[config.mk]
export PLATFORM = sky130hd
export DESIGN_NAME = cdc_event_scheduler
export DESIGN_NICKNAME = d
export VERILOG_FILES = /design/src/rtl/cdc_event_scheduler_pkg.sv /design/src/rtl/cdc_event_scheduler_rr_pick.sv /design/src/rtl/cdc_event_scheduler.sv
export SDC_FILE = /design/constraint.sdc
export NUM_CORES = 1
export LEC_CHECK = 0
export BUFFER_PORTS_ARGS = -buffer_cell sky130_fd_sc_hd__buf_4
export CORE_MARGIN = 2
export CORE_UTILIZATION = 61
export CTS_BUF_LIST = sky130_fd_sc_hd__clkbuf_2
export DETAILED_ROUTE_END_ITERATION = 8
export GPL_TIMING_DRIVEN = 0
export PLACE_DENSITY = 0.82
export SLEW_MARGIN = 20
export SYNTH_ARGS = -nofsm -noshare
export SYNTH_HDL_FRONTEND = slang
export SYNTH_SLANG_ARGS = --single-unit
[constraint.sdc]
create_clock -name clk_i -period 4 [get_ports clk_i]
set_input_delay 0.6 -clock clk_i [delete_from_list [all_inputs] [get_ports clk_i]]
set_output_delay 0.6 -clock clk_i [all_outputs]
set_load 0.05 [all_outputs]
[src/rtl/cdc_event_scheduler_pkg.sv]
// Package: cdc_event_sched_pkg
// Shared types and helpers for the CDC event scheduler.
//   sched_state_t : issue FSM states (IDLE, ISSUE, WAIT_LOW, WAIT_HIGH)
//   idWidth(n)    : width of a requester index for n requesters; never below 1
//                   so that a degenerate count still yields a legal vector.
package cdc_event_sched_pkg;

  typedef enum logic [1:0] {
    IDLE      = 2'd0,
    ISSUE     = 2'd1,
    WAIT_LOW  = 2'd2,
    WAIT_HIGH = 2'd3
  } sched_state_t;

  function automatic int idWidth(input int n);
    return (n <= 2) ? 1 : $clog2(n);
  endfunction

endpackage

[src/rtl/cdc_event_scheduler_rr_pick.sv]
// Module: cdc_event_rr_pick
// Combinational winner selection among requesters with pending events.
// Optional feature macro: CDC_EVENT_SCHED_FIXED_PRIO_EN
//   undefined : round-robin, first valid index scanning upward from pointer+1
//               with wrap-around.
//   defined   : fixed priority, lowest valid index wins; no pointer input.
// Ports:
//   valid    in   N_REQ   bit i set when requester i has a pending event
//   pointer  in   ID_W    last granted index (round-robin build only)
//   winner   out  ID_W    selected index (0 when nothing is valid)
//   anyValid out  1       at least one valid bit set
module cdc_event_rr_pick
  import cdc_event_sched_pkg::*;
#(
  parameter int N_REQ = 4,
  parameter int ID_W  = idWidth(N_REQ)
) (
  input  logic [N_REQ-1:0] valid,
`ifndef CDC_EVENT_SCHED_FIXED_PRIO_EN
  input  logic [ID_W-1:0]  pointer,
`endif
  output logic [ID_W-1:0]  winner,
  output logic             anyValid
);

  logic found;

  assign anyValid = |valid;

`ifdef CDC_EVENT_SCHED_FIXED_PRIO_EN
  always_comb begin
    winner = '0;
    found  = 1'b0;
    for (int j = 0; j < N_REQ; j++) begin
      if (!found && valid[j]) begin
        winner = ID_W'(j);
        found  = 1'b1;
      end
    end
  end
`else
  // Two passes: indices strictly above the pointer first, then wrap to the
  // lowest valid index (which is necessarily at or below the pointer).
  always_comb begin
    winner = '0;
    found  = 1'b0;
    for (int j = 0; j < N_REQ; j++) begin
      if (!found && valid[j] && (ID_W'(j) > pointer)) begin
        winner = ID_W'(j);
        found  = 1'b1;
      end
    end
    for (int j = 0; j < N_REQ; j++) begin
      if (!found && valid[j]) begin
        winner = ID_W'(j);
        found  = 1'b1;
      end
    end
  end
`endif

endmodule

[src/rtl/cdc_event_scheduler.sv]
// Module: cdc_event_scheduler
// Source-side scheduler that shares one CDC event channel among N_REQ
// requesters. Each requester has a saturating pending-event counter; events
// are issued one at a time as single-cycle pulses on evtRequest_o, tagged by
// grantId_o, and only after the channel has completed its ready low/high
// handshake for the previous event.
// Optional feature macro: CDC_EVENT_SCHED_FIXED_PRIO_EN (fixed priority pick,
// no round-robin pointer). Ports and timing are identical in both builds.
// Ports:
//   clk_i        in   1      source clock, rising edge
//   rst_i        in   1      synchronous active-high reset
//   req_i        in   N_REQ  one-cycle event pulses, any combination
//   evtRequest_o out  1      one-cycle request to the CDC event channel
//   evtReady_i   in   1      channel ready
//   grantId_o    out  ID     index of the current/last issue, held until next
//   pending_o    out  N_REQ  bit i = counter i nonzero
//   overflow_o   out  N_REQ  pulse: event dropped on a saturated counter
module cdc_event_scheduler
  import cdc_event_sched_pkg::*;
#(
  parameter int N_REQ = 4,
  parameter int CNT_W = 4
) (
  input  logic                     clk_i,
  input  logic                     rst_i,
  input  logic [N_REQ-1:0]         req_i,
  output logic                     evtRequest_o,
  input  logic                     evtReady_i,
  output logic [$clog2(N_REQ)-1:0] grantId_o,
  output logic [N_REQ-1:0]         pending_o,
  output logic [N_REQ-1:0]         overflow_o
);

  localparam int              ID_W    = idWidth(N_REQ);
  localparam logic [CNT_W-1:0] CNT_MAX = '1;

  sched_state_t     stateReg, stateNext;
  logic [CNT_W-1:0] cntReg  [N_REQ];
  logic [CNT_W-1:0] cntNext [N_REQ];
  logic [N_REQ-1:0] overflowReg, overflowNext;
  logic [N_REQ-1:0] cntNonZero;
  logic [N_REQ-1:0] issueHit;
  logic             evtRequestReg;
  logic [ID_W-1:0]  grantIdReg;
  logic [ID_W-1:0]  winner;
  logic             anyValid;
  logic             issueNow;

  genvar gi;
  generate
    for (gi = 0; gi < N_REQ; gi++) begin : g_req
      assign cntNonZero[gi] = |cntReg[gi];
      assign issueHit[gi]   = issueNow && (winner == ID_W'(gi));
    end
  endgenerate

`ifdef CDC_EVENT_SCHED_FIXED_PRIO_EN
  cdc_event_rr_pick #(
    .N_REQ   (N_REQ),
    .ID_W    (ID_W)
  ) u_pick (
    .valid   (cntNonZero),
    .winner  (winner),
    .anyValid(anyValid)
  );
`else
  logic [ID_W-1:0] rrPtrReg;

  cdc_event_rr_pick #(
    .N_REQ   (N_REQ),
    .ID_W    (ID_W)
  ) u_pick (
    .valid   (cntNonZero),
    .pointer (rrPtrReg),
    .winner  (winner),
    .anyValid(anyValid)
  );

  always_ff @(posedge clk_i) begin
    if (rst_i) begin
      rrPtrReg <= ID_W'(N_REQ - 1);
    end else if (issueNow) begin
      rrPtrReg <= winner;
    end
  end
`endif

  // Issue FSM. The issue decision is taken in IDLE and becomes visible one
  // cycle later (ISSUE), together with the decremented counter.
  always_comb begin
    stateNext = stateReg;
    issueNow  = 1'b0;
    case (stateReg)
      IDLE: begin
        if (evtReady_i && anyValid) begin
          issueNow  = 1'b1;
          stateNext = ISSUE;
        end
      end
      ISSUE:     stateNext = WAIT_LOW;
      WAIT_LOW:  if (!evtReady_i) stateNext = WAIT_HIGH;
      WAIT_HIGH: if (evtReady_i)  stateNext = IDLE;
      default:   stateNext = IDLE;
    endcase
  end

  // A request and an issue on the same counter cancel out, so a saturated
  // counter only drops an event when it is not being drained that cycle.
  always_comb begin
    for (int i = 0; i < N_REQ; i++) begin
      cntNext[i]      = cntReg[i];
      overflowNext[i] = 1'b0;
      if (req_i[i] && !issueHit[i]) begin
        if (cntReg[i] == CNT_MAX) begin
          overflowNext[i] = 1'b1;
        end else begin
          cntNext[i] = cntReg[i] + 1'b1;
        end
      end else if (!req_i[i] && issueHit[i]) begin
        cntNext[i] = cntReg[i] - 1'b1;
      end
    end
  end

  always_ff @(posedge clk_i) begin
    if (rst_i) begin
      stateReg      <= IDLE;
      evtRequestReg <= 1'b0;
      grantIdReg    <= '0;
      overflowReg   <= '0;
      for (int i = 0; i < N_REQ; i++) begin
        cntReg[i] <= '0;
      end
    end else begin
      stateReg      <= stateNext;
      evtRequestReg <= issueNow;
      overflowReg   <= overflowNext;
      if (issueNow) begin
        grantIdReg <= winner;
      end
      for (int i = 0; i < N_REQ; i++) begin
        cntReg[i] <= cntNext[i];
      end
    end
  end

  assign evtRequest_o = evtRequestReg;
  assign grantId_o    = grantIdReg;
  assign pending_o    = cntNonZero;
  assign overflow_o   = overflowReg;

endmodule

# Word-level counts from Yosys, hierarchy flattened

Memories as Yosys holds them, arrays and structs flattened.
Index checks and enable logic that the tools add are counted.

Register bits after elaboration: 11
Latch bits: 0
Bits in writable memories: 16
Bits in read-only memories: 0
Output and inout bits: 11
Logic and storage cells: 136
Memories kept: 1

Memory list:

| name   | depth | width | read ports | clocked after Yosys merged registers in | wr ports | line                      | source |
|---|---|---|---|---|---|---|---|
| cntReg | 4     | 4     | 4          | 0                                       | 4        | cdc_event_scheduler.sv:38 | `logic [CNT_W-1:0] cntReg [N_REQ];` |

Add/subtract/negate cells: 8
Multipliers: 0
Divide/modulo/power cells: 0
Order comparisons: 4
Equal/unequal tests: 13
Shift-type cells: 0
Mux-type cells: 43
Bitwise logic cells: 8
Reduce and logical (&&, ||, !) cells: 51

Operators with widths:

| operator                                             | number |
|---|---|
| 2-to-1 mux 4 bit                                     | 16 |
| logical AND 1 bit                                    | 24 |
| 2-to-1 mux 2 bit                                     | 9 |
| 2-to-1 mux 1 bit                                     | 17 |
| adder 4 x 1 -> 4 bit (second input constant)         | 4 |
| equality test 4 bit (second input constant)          | 4 |
| OR reduction 16 bit                                  | 1 |
| OR reduction 4 bit                                   | 4 |
| subtractor 4 x 1 -> 4 bit (second input constant)    | 4 |
| zero test 1 bit                                      | 15 |
| equality test 2 bit (second input constant)          | 4 |
| one-hot mux 2 bit (4 select lines)                   | 1 |
| OR reduction 2 bit                                   | 4 |
| != test 2 bit (second input constant)                | 3 |
| equality test 2 x 1 -> 1 bit (second input constant) | 2 |
| > comparator 1 x 2 -> 1 bit (first input constant)   | 2 |
| > comparator 2 bit (first input constant)            | 2 |
| zero test 2 bit                                      | 2 |
| inverter 1 bit                                       | 4 |
| OR 1 bit                                             | 4 |
| AND reduction 3 bit                                  | 1 |

# Longest topological paths before layout

An unclocked memory read counts as a cell.

Word-level depth: 34
Gate-level depth with buffers: 13

# By module

From an unflattened synthesis, not the netlist that was laid out.

Cell total of the unflattened synthesis: 226
Area total of the unflattened synthesis: 1858.0 µm²

By module, submodules not included:

| module              | instances | cells each | area each (µm²) | sequential area each (µm²) |
|---|---|---|---|---|
| cdc_event_scheduler | 1         | 212        | 1776.7          | 540.5 |
| cdc_event_rr_pick   | 1         | 14         | 81.3            | 0.0 |

# Worst setup path before layout

Ideal clock, no wire load.

Kind: register to register
From: mem cntReg[1][0]
To: mem cntReg[3][3]
Library setup time: 0.123 ns
Arrival time: 3.076 ns
Slack: 0.800 ns
Stages on the path, launching flop included: 11
Clock period less this slack: 3.200 ns
Path through: dfxtp_1 > nor4_4 > inv_1 > o221ai_2 > nand3_2 > o21ai_0 > ha_1 > a21o_1 > a21oi_1 > mux2i_1 > mux2_1

RTL lines:

| what            | line |
|---|---|
| start, declared | cdc_event_scheduler.sv:38 |

==> results.sh <==
export IMPL_rsz0062_at_grt="false"
export IMPL_dr_wl_met3_um=149
export IMPL_endpoint_kind="flop"
export IMPL_cp_startpoint="stateReg[0]$_SDFFE_PP0P_"
export IMPL_fin_cells=248
export IMPL_hold_class="reg -> reg"
export IMPL_p_leak_uw=0.0008397
export IMPL_ff_latch_area_sq_um=540.5
export IMPL_synth_area_per_cell_sq_um=9.218
export IMPL_h_tree_depth=1
export IMPL_synth_seq_cells=27
export IMPL_ctsLongestPathBuffers=2
export IMPL_crit_path_max_fanout=10
export IMPL_yosysSeqAreaShare_pct=29.92
export IMPL_num_rows=19
export IMPL_critical_path_class="reg -> reg"
export IMPL_synth_edf_count=0
export IMPL_multi_input_area_sq_mm=0.001221
export IMPL_min_period_over_period_pct=85.23
export IMPL_n_antenna_cell=0
export IMPL_synthArstFlopShare_pct=0
export IMPL_met2_wirelength_um=2079
export IMPL_critPathCapture="cntReg[3][3]$_SDFFE_PP0P_"
export IMPL_io_buffers=17
export IMPL_fp_dieArea_sq_mm=0.003413
export IMPL_cts_tree="yes"
export IMPL_finalWeightedCongestion=0.8903
export IMPL_grt_overflow_total=0
export IMPL_holdCritStartpoint="grantId_o[1]$_SDFFE_PP0P_"
export IMPL_wl_per_cell_um=15.79
export IMPL_dr_pass1_iters=4
export IMPL_tns_ps=0
export IMPL_clock_sinks=27
export IMPL_dp_cells=244
export IMPL_finalClockSkew_ps=1.525
export IMPL_yosysWarnings=0
export IMPL_vdd_drop_max_v=0.0006405
export IMPL_final_fill_count=219
export IMPL_numCtsBuffers=3
export IMPL_fin_util_pct=71.75
export IMPL_grt_max_degree=17
export IMPL_drive_gt1_share_pct=17.05
export IMPL_power_density_mw_per_mm2=930.4
export IMPL_grt_use_total_pct=25.82
export IMPL_grt_pass1_wl_um=6955
export IMPL_die_w_um=58.42
export IMPL_postLayoutCellArea_sq_mm=0.001996
export IMPL_startpoint_type="flop"
export IMPL_yosys_most_used_dff="dfxtp_1"
export IMPL_final_nets=241
export IMPL_grt_pass1_vias=1578
export IMPL_ff2ff_setup_slack_ps=590
export IMPL_reg2reg_from="stateReg[0]$_SDFFE_PP0P_"
export IMPL_met1_length_um=1621
export IMPL_drt_antenna_violating_nets=0
export IMPL_area_growth_pct=10.46
export IMPL_worstPathRequired_ps=4320
export IMPL_drv_slew=0
export IMPL_synthesis_instances=196
export IMPL_drt_iter0_markers=71
export IMPL_ys_types=46
export IMPL_drc_errors=0
export IMPL_clkTransAtPathRegs_ps=280
export IMPL_drt_wl_total_um=3917
export IMPL_cts_hold_buf=0
export IMPL_final_cell_mix="dfxtp_1 (27), nor3_1 (18), buf_4 (17)"
export IMPL_netlist_area_sq_mm=0.001807
export IMPL_arrival_ps=3730
export IMPL_fin_crit_ps=3409
export IMPL_final_setup_worst_slack_ps=590.6
export IMPL_synthTopCellsByArea="dfxtp_1 (30%), ha_1 (8.3%), nor3_1 (5.0%), nor4_4 (4.7%), fa_1 (4.4%)"
export IMPL_max_freq_mhz=293.3
export IMPL_clk_latency_ps=380
export IMPL_ctsResizeCount=0
export IMPL_maxCapViolCount=0
export IMPL_synth_nets=219
export IMPL_final_common_cell="dfxtp_1"
export IMPL_final_hold_viol_count=0
export IMPL_vias=1551
export IMPL_start_util_pct=64.96
export IMPL_place_ws_ps=580.5
export IMPL_synth_top_area_share_pct=29.92
export IMPL_synth_top_area_cell="dfxtp_1"
export IMPL_post_cts_buffers=0
export IMPL_root_buffer="clkbuf_2"
export IMPL_die_h_um=58.42
export IMPL_coreArea_sq_mm=0.002781
export IMPL_r2r_end="cntReg[3][3]$_SDFFE_PP0P_"
export IMPL_setup_viol=0
export IMPL_r2r_cells=11
export IMPL_highest_layer="met4"
export IMPL_placed_area_sq_mm=0.001973
export IMPL_antenna_found_initial=0
export IMPL_tightestPinTransition_ps=551.0
export IMPL_io_pins=18
export IMPL_relSlewSlack_pct=62.78
export IMPL_via_per_inst=6.254
export IMPL_post_dp_hpwl_um=3076
export IMPL_outcome="completed"
==> Yosys cell counts (2+ instances only) <==
cell type / number
a211oi_1: 2
a21o_1: 6
a21oi_1: 14
a221oi_1: 2
a41oi_1: 2
clkbuf_1: 4
dfxtp_1: 27
fa_1: 4
ha_1: 12
inv_1: 6
inv_2: 2
mux2_1: 4
mux2i_1: 6
nand2_1: 9
nand2b_1: 3
nand3_1: 4
nand4_1: 4
nor2_1: 13
nor2b_1: 7
nor3_1: 18
nor3_2: 2
nor3b_1: 6
nor4_4: 4
o211ai_1: 2
o21ai_0: 9
or3_1: 2
xor2_1: 3
==> per-stage QoR <==
| stage | total power [uW] | hold WS, ps |
|---|---|---|
| 3_3_place_gp | 1669 | 460.0 |
| 5_1_grt | 2009 | 506.8 |
| 6_report | 1857 | 495.7 |
| 2_1_floorplan | 1457 | 508.1 |
| 4_1_cts | 1850 | 495.5 |
| 3_5_place_dp | 1735 | 456.9 |
==> registers in the layout, indices dropped and copies added, names as in the netlist <==
signal and cells:
cntReg 16, overflow_o 4, grantId_o 2, rrPtrReg 2, stateReg 2, evtRequest_o 1
==> cell families after synthesis <==
| kind of cell | count (synthesis) | share of synthesized area [%] |
|---|---|---|
| multiplexers | 10 | 5.817 |
| buffers and inverters | 12 | 2.493 |
| XOR/XNOR | 4 | 1.939 |
| AO/OA/AOI/OAI | 51 | 20.91 |
| adder cells (fa/ha/maj) | 16 | 12.74 |
| AND/OR/NAND/NOR | 76 | 26.18 |
| flip-flops | 27 | 29.92 |
==> routing by layer <==
layer	up-vias	track usage (%)
met5	-	0
met4	0	9.302
met3	10	4.615
met2	30	47.99
met1	740	29.16
li1	771	-
==> layout make-up <==
cell class | instances | area share [%]
tap | 31 | 1.944
clock inverter | 1 | 0.3762
clock buffer | 3 | 0.7524
multi-input combinational | 157 | 61.19
timing repair buffer | 17 | 6.395
inverter | 8 | 1.505
buffer | 4 | 0.7524
sequential | 27 | 27.08
==> worst max-delay path, stage by stage (launching register included) <==
cell,delay (ps)
dfxtp_1,390
inv_1,120
ha_1,210
nand2_1,90
a41oi_1,450
nand3_2,320
o21ai_0,540
ha_1,330
a21o_1,170
a21oi_1,180
mux2i_1,220
mux2_1,330
==> power breakdown <==
part | switching [uW] | internal, uW | total [uW]
clock network | 91.9 | 23.1 | 115
logic | 758 | 475 | 1230
registers | 145 | 364 | 509
total | 995 | 862 | 1860
==> how the worst min path moves through the flow <==
stage / to / slack (ps) / depth (start not counted)
6_report: grantId_o[1]$_SDFFE_PP0P_ / 500 / 2
5_1_grt: grantId_o[1]$_SDFFE_PP0P_ / 510 / 2
4_1_cts: grantId_o[1]$_SDFFE_PP0P_ / 500 / 2
3_5_place_dp: grantId_o[1]$_SDFFE_PP0P_ / 460 / 2
3_3_place_gp: grantId_o[1]$_SDFFE_PP0P_ / 460 / 2
2_1_floorplan: overflow_o[1]$_SDFF_PP0_ / 510 / 2
Power figures use the tool's default switching activity.
